[src/rtl/radix4_otf_quotient_converter.sv]
// ============================================================================
// radix4_otf_quotient_converter
//
// On-the-fly converter for radix-4 SRT signed-digit quotients. Digits
// q in {-2..2} arrive one per handshake from the digit-selection stage. The
// converter keeps the classic Q/QM register pair (QM = Q - 1 at all times),
// so each new digit is just an append of two bits onto either Q or QM. No
// carry-propagate adder is needed on the digit path. After NDIGITS digits the
// two's-complement quotient is emitted. When the final partial remainder is
// negative, QM is emitted instead of Q (the -1 correction).
//
// Optional feature (macro RADIX4_OTF_INEXACT_EN):
//   adds input last_rem_zero_i and output inexact_o. inexact_o is registered
//   together with q_o as ~last_rem_zero_i.
//
// Parameters
//   NDIGITS : radix-4 digits per division (minimum 2)
//   QW      : quotient width, derived as 2*NDIGITS (do not override)
//
// Ports
//   clk, rst        : clock, asynchronous active-high reset
//   start_i         : pulse; aborts anything in flight and begins a new
//                     conversion on the next cycle
//   busy_o          : high while converting or holding a result
//   digit_valid_i   : digit_i is valid
//   digit_ready_o   : converter accepts a digit (state-derived only)
//   digit_i         : 3-bit two's-complement quotient digit
//   last_rem_neg_i  : final remainder negative, sampled with the last digit
//   q_valid_o       : quotient valid
//   q_ready_i       : downstream accepts the quotient
//   q_o             : final quotient, two's complement modulo 2^QW
//   digit_err_o     : sticky flag, an illegal digit code was seen
//   state_dbg       : current FSM state, for debug and checkers
//
// Handshake semantics (both channels): a transfer happens on a rising clock
// edge where valid and ready are both high. Once raised, q_valid_o stays high
// with q_o stable until that transfer. digit_ready_o never depends
// combinationally on digit_valid_i.
// ============================================================================
module radix4_otf_quotient_converter #(
    parameter int NDIGITS = 14,
    parameter int QW      = 2 * NDIGITS
) (
    input  logic          clk,
    input  logic          rst,
    input  logic          start_i,
    output logic          busy_o,
    input  logic          digit_valid_i,
    output logic          digit_ready_o,
    input  logic [2:0]    digit_i,
    input  logic          last_rem_neg_i,
`ifdef RADIX4_OTF_INEXACT_EN
    input  logic          last_rem_zero_i,
    output logic          inexact_o,
`endif
    output logic          q_valid_o,
    input  logic          q_ready_i,
    output logic [QW-1:0] q_o,
    output logic          digit_err_o,
    output logic [1:0]    state_dbg
);

    localparam int CW = $clog2(NDIGITS + 1);

    typedef enum logic [1:0] {
        IDLE = 2'd0,
        CONV = 2'd1,
        DONE = 2'd2
    } state_t;

    state_t          state_q;
    state_t          state_d;
    logic [QW-1:0]   q_reg;
    logic [QW-1:0]   qm_reg;
    logic [CW-1:0]   count_q;

    logic            digit_accept;
    logic            last_digit;
    logic            digit_illegal;
    logic [2:0]      digit_eff;
    logic [QW-1:0]   q_next;
    logic [QW-1:0]   qm_next;

    // ------------------------------------------------------------------
    // Handshake and digit decode
    // ------------------------------------------------------------------
    assign digit_ready_o = (state_q == CONV);
    assign busy_o        = (state_q != IDLE);
    assign state_dbg     = state_q;

    assign digit_accept  = digit_valid_i & digit_ready_o;
    assign last_digit    = digit_accept & (count_q == CW'(NDIGITS - 1));

    // Codes +3, -4 and -3 are outside the digit set. They are folded to
    // zero so the conversion still advances by one digit position.
    assign digit_illegal = (digit_i == 3'b011) || (digit_i == 3'b100) ||
                           (digit_i == 3'b101);
    assign digit_eff     = digit_illegal ? 3'b000 : digit_i;

    // ------------------------------------------------------------------
    // On-the-fly append. After a shift by two the low bits are zero, so
    // "4X + k" with 0 <= k <= 3 is a plain concatenation.
    //   q = +1 : Q' = 4Q +1   QM' = 4Q +0
    //   q = +2 : Q' = 4Q +2   QM' = 4Q +1
    //   q =  0 : Q' = 4Q +0   QM' = 4QM+3
    //   q = -1 : Q' = 4QM+3   QM' = 4QM+2
    //   q = -2 : Q' = 4QM+2   QM' = 4QM+1
    // ------------------------------------------------------------------
    always_comb begin
        q_next  = {q_reg[QW-3:0], 2'b00};
        qm_next = {qm_reg[QW-3:0], 2'b11};
        case (digit_eff)
            3'b001: begin
                q_next  = {q_reg[QW-3:0], 2'b01};
                qm_next = {q_reg[QW-3:0], 2'b00};
            end
            3'b010: begin
                q_next  = {q_reg[QW-3:0], 2'b10};
                qm_next = {q_reg[QW-3:0], 2'b01};
            end
            3'b111: begin
                q_next  = {qm_reg[QW-3:0], 2'b11};
                qm_next = {qm_reg[QW-3:0], 2'b10};
            end
            3'b110: begin
                q_next  = {qm_reg[QW-3:0], 2'b10};
                qm_next = {qm_reg[QW-3:0], 2'b01};
            end
            default: begin
                q_next  = {q_reg[QW-3:0], 2'b00};
                qm_next = {qm_reg[QW-3:0], 2'b11};
            end
        endcase
    end

    // ------------------------------------------------------------------
    // FSM: next state. start_i overrides everything else.
    // ------------------------------------------------------------------
    always_comb begin
        state_d = state_q;
        if (start_i) begin
            state_d = CONV;
        end else begin
            case (state_q)
                IDLE:    state_d = IDLE;
                CONV:    if (last_digit) state_d = DONE;
                DONE:    if (q_ready_i)  state_d = IDLE;
                default: state_d = IDLE;
            endcase
        end
    end

    always_ff @(posedge clk or posedge rst) begin
        if (rst) begin
            state_q <= IDLE;
        end else begin
            state_q <= state_d;
        end
    end

    // ------------------------------------------------------------------
    // Datapath and registered outputs
    // ------------------------------------------------------------------
    always_ff @(posedge clk or posedge rst) begin
        if (rst) begin
            q_reg       <= '0;
            qm_reg      <= '1;
            count_q     <= '0;
            q_o         <= '0;
            q_valid_o   <= 1'b0;
            digit_err_o <= 1'b0;
        end else if (start_i) begin
            // q_o keeps its last value; only the working state is cleared.
            q_reg       <= '0;
            qm_reg      <= '1;
            count_q     <= '0;
            q_valid_o   <= 1'b0;
            digit_err_o <= 1'b0;
        end else if (digit_accept) begin
            q_reg   <= q_next;
            qm_reg  <= qm_next;
            count_q <= count_q + CW'(1);
            if (digit_illegal) begin
                digit_err_o <= 1'b1;
            end
            if (last_digit) begin
                // QM = Q - 1 gives the negative-remainder correction for free.
                q_o       <= last_rem_neg_i ? qm_next : q_next;
                q_valid_o <= 1'b1;
            end
        end else if ((state_q == DONE) && q_ready_i) begin
            q_valid_o <= 1'b0;
        end
    end

`ifdef RADIX4_OTF_INEXACT_EN
    always_ff @(posedge clk or posedge rst) begin
        if (rst) begin
            inexact_o <= 1'b0;
        end else if (start_i) begin
            inexact_o <= 1'b0;
        end else if (last_digit) begin
            inexact_o <= ~last_rem_zero_i;
        end
    end
`endif

endmodule
[config.mk]
export PLATFORM = sky130hd
export DESIGN_NAME = radix4_otf_quotient_converter
export DESIGN_NICKNAME = d
export VERILOG_FILES = /design/src/rtl/radix4_otf_quotient_converter.sv
export SDC_FILE = /design/constraint.sdc
export NUM_CORES = 1
export LEC_CHECK = 0
export ABC_AREA = 1
export CELL_PAD_IN_SITES_DETAIL_PLACEMENT = 1
export CELL_PAD_IN_SITES_GLOBAL_PLACEMENT = 2
export CORE_AREA = 2 2 111 124
export CTS_CLUSTER_SIZE = 40
export DETAILED_ROUTE_END_ITERATION = 10
export DIE_AREA = 0 0 113 126
export PLACE_DENSITY_LB_ADDON = 0.25
export SLEW_MARGIN = 20
export SYNTH_ARGS = -nofsm -noshare
export SYNTH_HDL_FRONTEND = slang
export SYNTH_SLANG_ARGS = --single-unit
export TNS_END_PERCENT = 20
[constraint.sdc]
create_clock -name clk -period 5.6 [get_ports clk]
set_input_delay 1.4 -clock clk [delete_from_list [all_inputs] [get_ports clk]]
set_output_delay 1.4 -clock clk [all_outputs]
set_load 0.05 [all_outputs]
# After elaboration in Yosys (flattened, before gate mapping)
# Cells that the tools add are included.
[op_classes]
n_addsub = 1
n_eq_ne = 13
mux = 21
n_bitwise = 3
reduce_logical = 11
[op_table]
columns = ["op", "count"]
rows = [
  ["$pmux 28 s4", 2],
  ["$mux 26", 4],
  ["$mux 28", 1],
  ["$eq 3x3->1 const B", 4],
  ["$mux 4", 2],
  ["$mux 1", 7],
  ["$eq 3x2->1 const B", 2],
  ["$mux 2", 3],
  ["$ne 3x2->1 const B", 2],
  ["$reduce_and 2->1", 3],
  ["$reduce_bool 2->1", 3],
  ["$add 4x1->4 const B", 1],
  ["$eq 4x4->1 const B", 1],
  ["$pmux 2 s2", 1],
  ["$eq 3x1->1 const B", 1],
  ["$mux 3", 1],
  ["$ne 3x3->1 const B", 1],
  ["$reduce_and 3->1", 1],
  ["$reduce_bool 3->1", 1],
  ["$and 1x1->1", 2],
  ["$eq 2x1->1 const B", 1],
  ["$eq 2x2->1 const B", 1],
  ["$logic_or 1x1->1", 2],
  ["$logic_and 1x1->1", 1],
  ["$not 1->1", 1],
]
[word_totals]
out_inout_bits = 34
input_bits = 9
word_cells = 56
ff_bits = 88

# Longest topological paths before layout
# Gate-level depths: netlist of the first run.
[logic_depth]
depth_word = 8
mapped_depth = 11
mapped_depth_nobuf = 10

# Worst setup path before layout of the first run
# No wires, ideal clock.
[synth_timing]
path_type = "reg-to-output"
from = "register state_q[0], in the netlist state_dbg[0]"
to = "output digit_ready_o"
path_buffers = 0
setup_slack_ns = 2.993
t_arrival_ns = 1.207
required_time_ns = 4.200
stages_incl_launch_ff = 3
cell_sequence = "dfrtp_1 > inv_2 > nor2_2"
[synth_between]
elab_chain_cells = 1
[synth_lines]
columns = ["element", "line_no", "source"]
rows = [
  ["from (decl)", "71", "state_t state_q;"],
  ["from (signal assigned)", "157", "state_q <= state_d;"],
  ["$eq 2x1->1", "87", "assign digit_ready_o = (state_q == CONV);"],
  ["to (decl)", "49", "output logic digit_ready_o,"],
]
# No other way between the ends.

# Worst setup path after layout of the first run
[layout_timing]
from = "input digit_i[2]"
to = "register q_o[21]"
[layout_between]
elab_chain_cells = 7
word_cells_on_any_way = 13
cone_classes = "eq/ne (7); mux (4); reduce/logical (2)"
[layout_lines]
columns = ["element", "line_no", "source"]
rows = [
  ["from (decl)", "50", "input logic [2:0] digit_i,"],
  ["$eq 3x2->1 or $eq 3x3->1 (tied branches)", "96", "assign digit_illegal = (digit_i == 3'b011) || (digit_i == 3'b100) ||"],
  ["$logic_or 1x1->1 (2 in series)", "96", ""],
  ["$mux 3 (*)", "98", "assign digit_eff = digit_illegal ? 3'b000 : digit_i;"],
  ["$eq 3x3->1, or another cell as far along", "112", "case (digit_eff)"],
  ["$pmux 28 s4", "112", ""],
  ["$mux 28 (*)", "188", "q_o <= last_rem_neg_i ? qm_next : q_next;"],
  ["to (signal assigned)", "188", ""],
  ["to (decl)", "58", "output logic [QW-1:0] q_o,"],
]
# Every way passes the cells marked *; elsewhere a longest branch is shown, timed or not.
# A chain may end at the register's enable or synchronous reset.

==> impl_metrics.json, run 1 <==
{
  "dieArea_um2": 14200,
  "power_frac_comb_pct": 11.4,
  "p_leak_uw": 0.00260,
  "yosysWarnings": 0,
  "crit_required_ns": 5.89,
  "diodes": 0,
  "htreeDepth": 3,
  "core_area_um2": 13000,
  "final_cell_mix": "240 x nand2_1, 62 x dfrtp_1, 56 x nand3_1",
  "numCtsBuffers": 9,
  "largest_register_ffs": 28,
  "antenna_found_initial": 0,
  "p_sw_uw": 397,
  "internal-power_uw": 1130,
  "drt-initial-drc-count": 119,
  "grt_pass1_wl_um": 23400,
  "route.detailed.drc": 1,
  "crit_type": "input pin to flop",
  "dieHeight_um": 126,
  "finalInstanceArea_um2": 5430,
  "whs_path_depth": 1,
  "post_cts_buffers": 0,
  "synth.distinct_cells": 30,
  "start_util_pct": 35.4,
  "cts-resized-gates": 0,
  "synth_simple_gate_area_share_pct": 36.1,
  "first_pass_iters": 7,
  "min_period_ns": 3.72,
  "netSwitchingFraction_pct": 26.0,
  "p_seq_share_pct": 44.9,
  "max-slew-margin-rel_pct": 36.5,
  "end_kind": "flop",
  "synthXorXnorAreaFrac_pct": 0,
  "place_area_um2": 5110,
  "rows": 44,
  "start_kind": "input pin",
  "stdcell_count": 783,
  "tns_ns": 0,
  "finalNetCount": 628,
  "maxCapViolCount": 0,
  "finalMaxSlewViolations": 0,
  "finalHoldViolations": 0,
  "synth_area_um2": 4590,
  "critical_path.most_common_cell": "nand2_1",
  "crit_buf_inv": 2,
  "r2r_end": "q_reg[1]$_DFFE_PP0P_",
  "die_x_um": 113,
  "gr-total-overflow": 0,
  "hold_path_end": "count_q[3]$_DFFE_PP0P_",
  "synthAdderAreaFrac_pct": 0.545,
  "cts.sinks": 88,
  "drive_gt1_share_pct": 9.97,
  "clock-root-buffer": "clkbuf_16",
  "r2r-start": "state_dbg[1]$_DFFE_PP0P_",
  "area.growth.synth_to_final_pct": 18.2,
  "clk_path_buf_depth": 2,
  "grt_pass1_vias": 4664,
  "violations": "DRC",
  "crit_path_cell_trace": "clkdlybuf4s50_1 -> inv_1 -> nand3_2 -> nand2_2 -> nand2_1 -> nand4_1 -> nand3_1 -> nand2_1",
  "path_max_fanout": 47,
  "clkPwrFrac_pct": 43.7,
  "grt_max_degree": 52,
  "yosysSeqAreaShare_pct": 48.6,
  "skew_ns": 0.00643,
  "place_congestion": 0.748,
  "syn_inst": 589,
  "port_buffers": 42,
  "ir_drop_v": 0.0000973,
  "setup_viol": 0,
  "final_common_cell": "nand2_1",
  "placed_cells": 767,
  "yosys-mux-area-fraction_pct": 0,
  "holdBufCountCts": 0,
  "rsz0062_at_grt": "no",
  "clock_latency_ns": 0.35,
  "tightest_slew_ns": 0.949,
  "holdCritPathClass": "flop to flop",
  "io_pins": 43,
  "synth_top_family_by_area": "simple AND/OR/NAND/NOR gates",
  "routed-via-count": 4269,
  "status": "complete, but fails checks",
  "crit_slowest_cell": "nand2_2",
  "hpwl_um": 8350,
  "slowest_delay_ns": 0.94,
  "worstPathArrival_ns": 4.01,
  "ant_nets": 0,
  "path_clk_slew_ns": 0.07,
  "syn_avg_cell_area_um2": 7.80,
  "rr_worst_depth": 6,
  "via_per_inst": 5.45,
  "synth_compound_area_share_pct": 9.37,
  "grt_usage_pct": 20.6,
  "wire_per_inst_um": 17.6,
  "yosys_register_bits": 88,
  "hp-start": "count_q[3]$_DFFE_PP0P_",
  "critPathTopFamily": "simple AND/OR/NAND/NOR gates",
  "fmax_mhz": 269,
  "cts_tree": "built",
  "routed_wl_um": 13800,
  "period_share_pct": 66.4,
  "power_density_nw_per_um2": 282,
  "r2r_setup_slack_ns": 3.66,
  "synth_nets": 600
}
[how the worst max path moves through the flow]
stage,from,endpoint,cells past startpoint
floorplan,rst,count_q[0]$_DFFE_PP0P_,1
detailed placement,digit_i[2],q_o[26]$_DFFE_PP0P_,11
CTS,digit_i[2],q_o[27]$_DFFE_PP0P_,11
global route,digit_i[1],q_o[21]$_DFFE_PP0P_,7
finish,digit_i[2],q_o[21]$_DFFE_PP0P_,8
global placement,digit_i[1],q_o[27]$_DFFE_PP0P_,10
[through the flow]
step / hold slack, ns / total power, µW / utilization, % / worst slack (ns)
5_1_grt: 0.494 / 1590 / 41.8 / 1.58
4_1_cts: 0.469 / 1550 / 41.8 / 1.85
2_1_floorplan: 0.433 / 820 / - / 1.96
6_report: 0.470 / 1530 / 41.8 / 1.88
3_5_place_dp: 0.462 / 873 / 39.3 / 1.47
3_3_place_gp: 0.457 / 867 / 39.3 / 1.52
[power by group through the flow]
stage / combinational (µW) / sequential (µW) / clock, µW
CTS: 176 / 687 / 690
global placement: 171 / 697 / 0
floorplan: 126 / 694 / 0
detailed placement: 175 / 698 / 0
global route: 199 / 690 / 705
finish: 174 / 687 / 670
[final cells by class]
class	count	area, µm²
well taps	161	201
clock inverters	3	65.1
multi-input cells	449	2120
fillers	1607	7560
clock buffers	13	260
flip-flops and latches	88	2230
inverters	19	72.6
repair buffers	50	480
[Yosys cell counts (all sizes together)]
master  number  area, µm²
a31oi       21        131
o22ai        2       12.5
o41ai        1       8.76
nand3       57        290
o21ai       10       50.1
nand2      245        930
inv         18       67.6
buf         20        125
clkinv       1       3.75
dfrtp       62       1550
o21a         4       30.0
ha           2       25.0
a21oi        5       25.0
nor2        27        114
a22oi        2       15.0
nand4       52        325
a21boi      20        150
clkbuf      13       48.8
o31ai        1       7.51
dfstp       26        683
[worst reg2reg max path, cell delays in order, from the launching register on]
cell	delay, ns
dfrtp_1	0.43
nor2_2	0.16
nand2_2	0.13
nor2_4	0.11
buf_4	0.50
inv_1	0.28
o21ai_0	0.25
[routing by layer]
layer / up-vias / global-route usage (%) / part of all wire (%)
li1: 2061 / - / -
met1: 2154 / 26.4 / 47
met2: 43 / 35.2 / 50
met3: 11 / 2.45 / 2.1
met4: 0 / 8.32 / 1.5
met5: - / 0 / 0
[cells by family (layout without fill, tap and decap cells)]
group,count (synthesis),in the layout
adder cells (fa/ha/maj),2,2
flip-flops,88,88
AO/OA/AOI/OAI,66,66
buffers and inverters,52,85
AND/OR/NAND/NOR,381,381
(Power assumes the default switching activity.)
==> run 2, diff against run 1 <==
--- a/config.mk
+++ b/config.mk
@@ -8,10 +8,10 @@
 export ABC_AREA = 1
 export CELL_PAD_IN_SITES_DETAIL_PLACEMENT = 1
 export CELL_PAD_IN_SITES_GLOBAL_PLACEMENT = 2
-export CORE_AREA = 2 2 111 124
+export CORE_AREA = 2 2 120 133
 export CTS_CLUSTER_SIZE = 40
 export DETAILED_ROUTE_END_ITERATION = 10
-export DIE_AREA = 0 0 113 126
+export DIE_AREA = 0 0 122 135
 export PLACE_DENSITY_LB_ADDON = 0.25
 export SLEW_MARGIN = 20
 export SYNTH_ARGS = -nofsm -noshare
==> constraint.sdc (replaced) <==
create_clock -name clk -period 3.28 [get_ports clk]
set_input_delay 0.82 -clock clk [delete_from_list [all_inputs] [get_ports clk]]
set_output_delay 0.82 -clock clk [all_outputs]
set_load 0.05 [all_outputs]
==> run 2 against run 1 <==
  * Register-to-register slack got worse by 2.3 ns
  * Largest power group unchanged
  * The run now ends clean
  * Cell area grew 0.85%
  * Hold slack lost 0.0030 ns
  * Wire length up 6.3%
  * Highest routed layer unchanged
==> impl_metrics.json, run 2 (synthesis results as in run 1) <==
{
  "cts-resized-gates": 0,
  "start_util_pct": 30.6,
  "end_kind": "output port",
  "p_leak_uw": 0.00261,
  "grt_pass1_vias": 4716,
  "crit_buf_inv": 1,
  "via_per_inst": 5.34,
  "crit_type": "flop to output port",
  "holdCritPathClass": "flop to flop",
  "htreeDepth": 3,
  "die_x_um": 122,
  "power_density_nw_per_um2": 447,
  "first_pass_iters": 4,
  "fmax_mhz": 380,
  "diodes": 0,
  "largest_register_ffs": 28,
  "crit_slowest_cell": "clkdlybuf4s50_1",
  "rows": 47,
  "clk_path_buf_depth": 2,
  "dieHeight_um": 135,
  "antenna_found_initial": 0,
  "numCtsBuffers": 9,
  "final_common_cell": "nand2_1",
  "max-slew-margin-rel_pct": 55.4,
  "period_share_pct": 80.3,
  "routed-via-count": 4392,
  "r2r_setup_slack_ns": 1.34,
  "place_congestion": 0.747,
  "dieArea_um2": 16500,
  "core_area_um2": 15000,
  "route.detailed.drc": 0,
  "min_period_ns": 2.63,
  "tightest_slew_ns": 0.668,
  "port_buffers": 42,
  "crit_path_cell_trace": "nor2_2 -> clkdlybuf4s50_1",
  "clkPwrFrac_pct": 39.3,
  "finalMaxSlewViolations": 0,
  "power_frac_comb_pct": 12.7,
  "netSwitchingFraction_pct": 27.0,
  "post-place-ws_ns": 0.626,
  "holdBufCountCts": 0,
  "area.growth.synth_to_final_pct": 19.2,
  "internal-power_uw": 1790,
  "finalHoldViolations": 0,
  "drt-initial-drc-count": 233,
  "slowest_delay_ns": 0.85,
  "ant_nets": 0,
  "rsz0062_at_grt": "no",
  "setup_viol": 0,
  "clock-root-buffer": "clkbuf_16",
  "p_seq_share_pct": 48.0,
  "io_pins": 43,
  "setup_slack_ns": 0.647,
  "start_kind": "flop",
  "cts.sinks": 88,
  "clock_latency_ns": 0.34,
  "path_clk_slew_ns": 0.06,
  "cts_tree": "built",
  "maxCapViolCount": 0,
  "p_sw_uw": 659,
  "wire_per_inst_um": 17.8,
  "grt_pass1_wl_um": 24300,
  "hpwl_um": 8790,
  "final_cell_mix": "241 x nand2_1, 62 x dfrtp_1, 56 x nand3_1",
  "post_cts_buffers": 0,
  "critPathTopFamily": "buffers and inverters",
  "ir_drop_v": 0.000240,
  "crit_required_ns": 2.46,
  "skew_ns": 0.00437,
  "worstPathArrival_ns": 1.81,
  "gr-total-overflow": 0,
  "tns_ns": 0,
  "grt_usage_pct": 19.0,
  "status": "finished clean",
  "path_max_fanout": 5,
  "drive_gt1_share_pct": 10.1,
  "routed_wl_um": 14600,
  "grt_max_degree": 50,
  "finalNetCount": 633
}
## run 2: final timing paths
| check | cells after the start | from | to |
|---|---|---|---|
| hold / removal | 1 | count_q[3]$_DFFE_PP0P_ | count_q[3]$_DFFE_PP0P_ |
| hold reg to reg | 1 | count_q[3]$_DFFE_PP0P_ | count_q[3]$_DFFE_PP0P_ |
| setup / recovery | 2 | state_dbg[1]$_DFFE_PP0P_ | digit_ready_o |
| setup reg to reg | 7 | state_dbg[1]$_DFFE_PP0P_ | qm_reg[22]$_DFFE_PP1P_ |
| max in group asynchronous | 3 | rst | qm_reg[7]$_DFFE_PP1P_ |
| min in group asynchronous | 2 | rst | q_o[26]$_DFFE_PP0P_ |
## run 2: final cells by class
class                   count  area [µm²]
flip-flops and latches     88        2230
well taps                 196         245
fillers                  1816        9520
repair buffers             55         543
clock buffers              15         268
inverters                  19        72.6
multi-input cells         449        2110
## run 2: power groups by stage
stage	clock (µW)	sequential (µW)	combinational, µW
finish	963	1170	310
global route	1030	1180	351
CTS	1000	1170	313
detailed placement	0	1190	313
global placement	0	1190	301
floorplan	0	1180	216
## run 2: metal layers
layer | wire length (µm) | part of all wire (%) | vias to the layer above | track usage [%]
met2 | 7050 | 48 | 72 | 31.3
met1 | 6870 | 47 | 2229 | 24.8
met5 | 0 | 0 | - | 0
met3 | 387 | 2.6 | 24 | 2.07
met4 | 329 | 2.2 | 0 | 8.88
li1 | - | - | 2067 | -
## run 2: through the flow
step                std cells  instance area (µm²)  hold slack, ns  utilization [%]  total power [µW]
finish                    822                 5480           0.467             36.5              2450
global route              822                 5480           0.498             36.5              2560
CTS                       822                 5480           0.470             36.5              2490
detailed placement        807                 5210           0.460             34.7              1500
global placement          807                 5210           0.462             34.7              1490
floorplan                 589                 4590           0.433                -              1400
==> run 3, diff against run 2 <==
==> constraint.sdc (replaced) <==
create_clock -name clk -period 2.1 [get_ports clk]
set_input_delay 0.525 -clock clk [delete_from_list [all_inputs] [get_ports clk]]
set_output_delay 0.525 -clock clk [all_outputs]
set_load 0.05 [all_outputs]
==> run 3 against run 2 <==
  * Power rose by 72%
  * Combinational power is 70% higher
  * Clock skew rose by 0.0031 ns
  * Cell count is 2.2% higher
  * Sequential share of layout area fell by 1.9 points
  * Register-to-register slack got worse by 0.82 ns
  * Worst setup slack got worse by 0.58 ns
  * Critical path depth fell by 1
  * Clock power increased by 92%
  * Largest cell class unchanged
==> impl_metrics.json, run 3 (synthesis results as in run 1) <==
{
  "status": "finished clean",
  "dieHeight_um": 135,
  "gr-total-overflow": 0,
  "first_pass_iters": 4,
  "holdCritPathClass": "input pin to async pin",
  "rsz0062_at_grt": "no",
  "crit_buf_inv": 1,
  "fmax_mhz": 491,
  "crit_path_cell_trace": "clkdlybuf4s50_1",
  "start_kind": "flop",
  "maxCapViolCount": 0,
  "setup_viol": 0,
  "dieArea_um2": 16500,
  "io_pins": 43,
  "routed_wl_um": 14600,
  "grt_max_degree": 56,
  "grt_pass1_vias": 4688,
  "clock-root-buffer": "clkbuf_16",
  "core_area_um2": 15000,
  "area.growth.synth_to_final_pct": 25.2,
  "rows": 47,
  "numCtsBuffers": 9,
  "power_uw": 4210,
  "finalNetCount": 650,
  "min_period_ns": 2.04,
  "power_density_nw_per_um2": 732,
  "slowest_delay_ns": 0.81,
  "p_leak_uw": 0.00277,
  "fill_cells": 1797,
  "routed-via-count": 4377,
  "holdBufCountCts": 0,
  "final_common_cell": "nand2_1",
  "cts_tree": "built",
  "crit_required_ns": 1.57,
  "fin_worst_hold_slack_ns": 0.453,
  "start_util_pct": 30.6,
  "cts.sinks": 88,
  "die_x_um": 122,
  "grt_pass1_wl_um": 24500,
  "via_per_inst": 5.21,
  "critPathTopFamily": "buffers and inverters",
  "grt_usage_pct": 18.9,
  "period_share_pct": 97.0,
  "largest_register_ffs": 28,
  "worstPathArrival_ns": 1.51,
  "tightest_slew_ns": 0.520,
  "path_clk_slew_ns": 0.06,
  "diodes": 0,
  "max-slew-margin-rel_pct": 65.2,
  "crit_type": "flop to output port",
  "antenna_found_initial": 0,
  "ir_drop_v": 0.000395,
  "end_kind": "output port",
  "ant_nets": 0,
  "final_cell_mix": "241 x nand2_1, 62 x dfrtp_1, 56 x nand3_1",
  "port_buffers": 42,
  "finalHoldViolations": 0,
  "crit_slowest_cell": "clkdlybuf4s50_1",
  "clock_latency_ns": 0.35,
  "clk_path_buf_depth": 2,
  "cts-resized-gates": 1,
  "drive_gt1_share_pct": 14.6,
  "post_cts_buffers": 0,
  "place_congestion": 0.747,
  "hpwl_um": 9310,
  "skew_ns": 0.00744,
  "path_max_fanout": 2,
  "htreeDepth": 3,
  "wire_per_inst_um": 17.4,
  "drt-initial-drc-count": 231,
  "finalMaxSlewViolations": 0,
  "route.detailed.drc": 0
}
-- run 3: changes by cell type in the layout (fill, tap and decap cells not counted) --
cell and delta:
clkbuf_8 -2, buf_4 +18, clkbuf_1 -4, clkinvlp_4 +1, buf_12 +8, bufinv_16 +3, clkdlybuf4s50_1 -10, dlygate4sd2_1 +1
clkinv_2 +3
-- run 3: area by class of cell --
class                   count  area [µm²]  area share [%]
well taps                 196         245            4.26
clock inverters             7         110            1.91
inverters                  19        75.1            1.31
multi-input cells         449        2110            36.8
flip-flops and latches     88        2230            38.9
repair buffers             72         747            13.0
clock buffers               9         225            3.92
-- run 3: per-stage QoR --
stage,std cells,setup WS [ns],utilization [%],cell area [µm²],TNS [ns]
after floorplan,589,-0.0331,-,4600,-0.988
after global placement,824,0.0280,36.1,5420,0
after detailed placement,824,-0.0499,36.1,5420,-0.129
after CTS,840,0.0394,38.4,5750,0
after global routing,840,0.0158,38.4,5750,0
final,840,0.0634,38.4,5750,0
-- run 3: worst paths after layout --
check	cells after the start	slack, ns	start	end
max in group asynchronous	3	1.06	rst	qm_reg[6]$_DFFE_PP1P_
min in group clk	1	0.47	count_q[3]$_DFFE_PP0P_	count_q[3]$_DFFE_PP0P_
max reg2reg	9	0.52	count_q[1]$_DFFE_PP0P_	q_o[21]$_DFFE_PP0P_
min	2	0.45	rst	q_o[24]$_DFFE_PP0P_
min reg2reg	1	0.47	count_q[3]$_DFFE_PP0P_	count_q[3]$_DFFE_PP0P_
max	1	0.06	q_o[23]$_DFFE_PP0P_	q_o[23]
-- run 3: routing by layer --
layer | vias to the layer above | global-route usage [%] | part of all wire [%]
li1 | 2105 | - | -
met1 | 2207 | 24.0 | 46
met2 | 51 | 32.9 | 51
met3 | 14 | 2.49 | 1.9
met4 | 0 | 6.51 | 1.6
met5 | - | 0 | 0
-- run 3: power by group --
group	leakage [µW]	internal, µW	switching, µW
Combinational	0.00148	189	337
Clock	0.000169	1150	694
Sequential	0.00112	1780	57.2
Total	0.00277	3120	1090
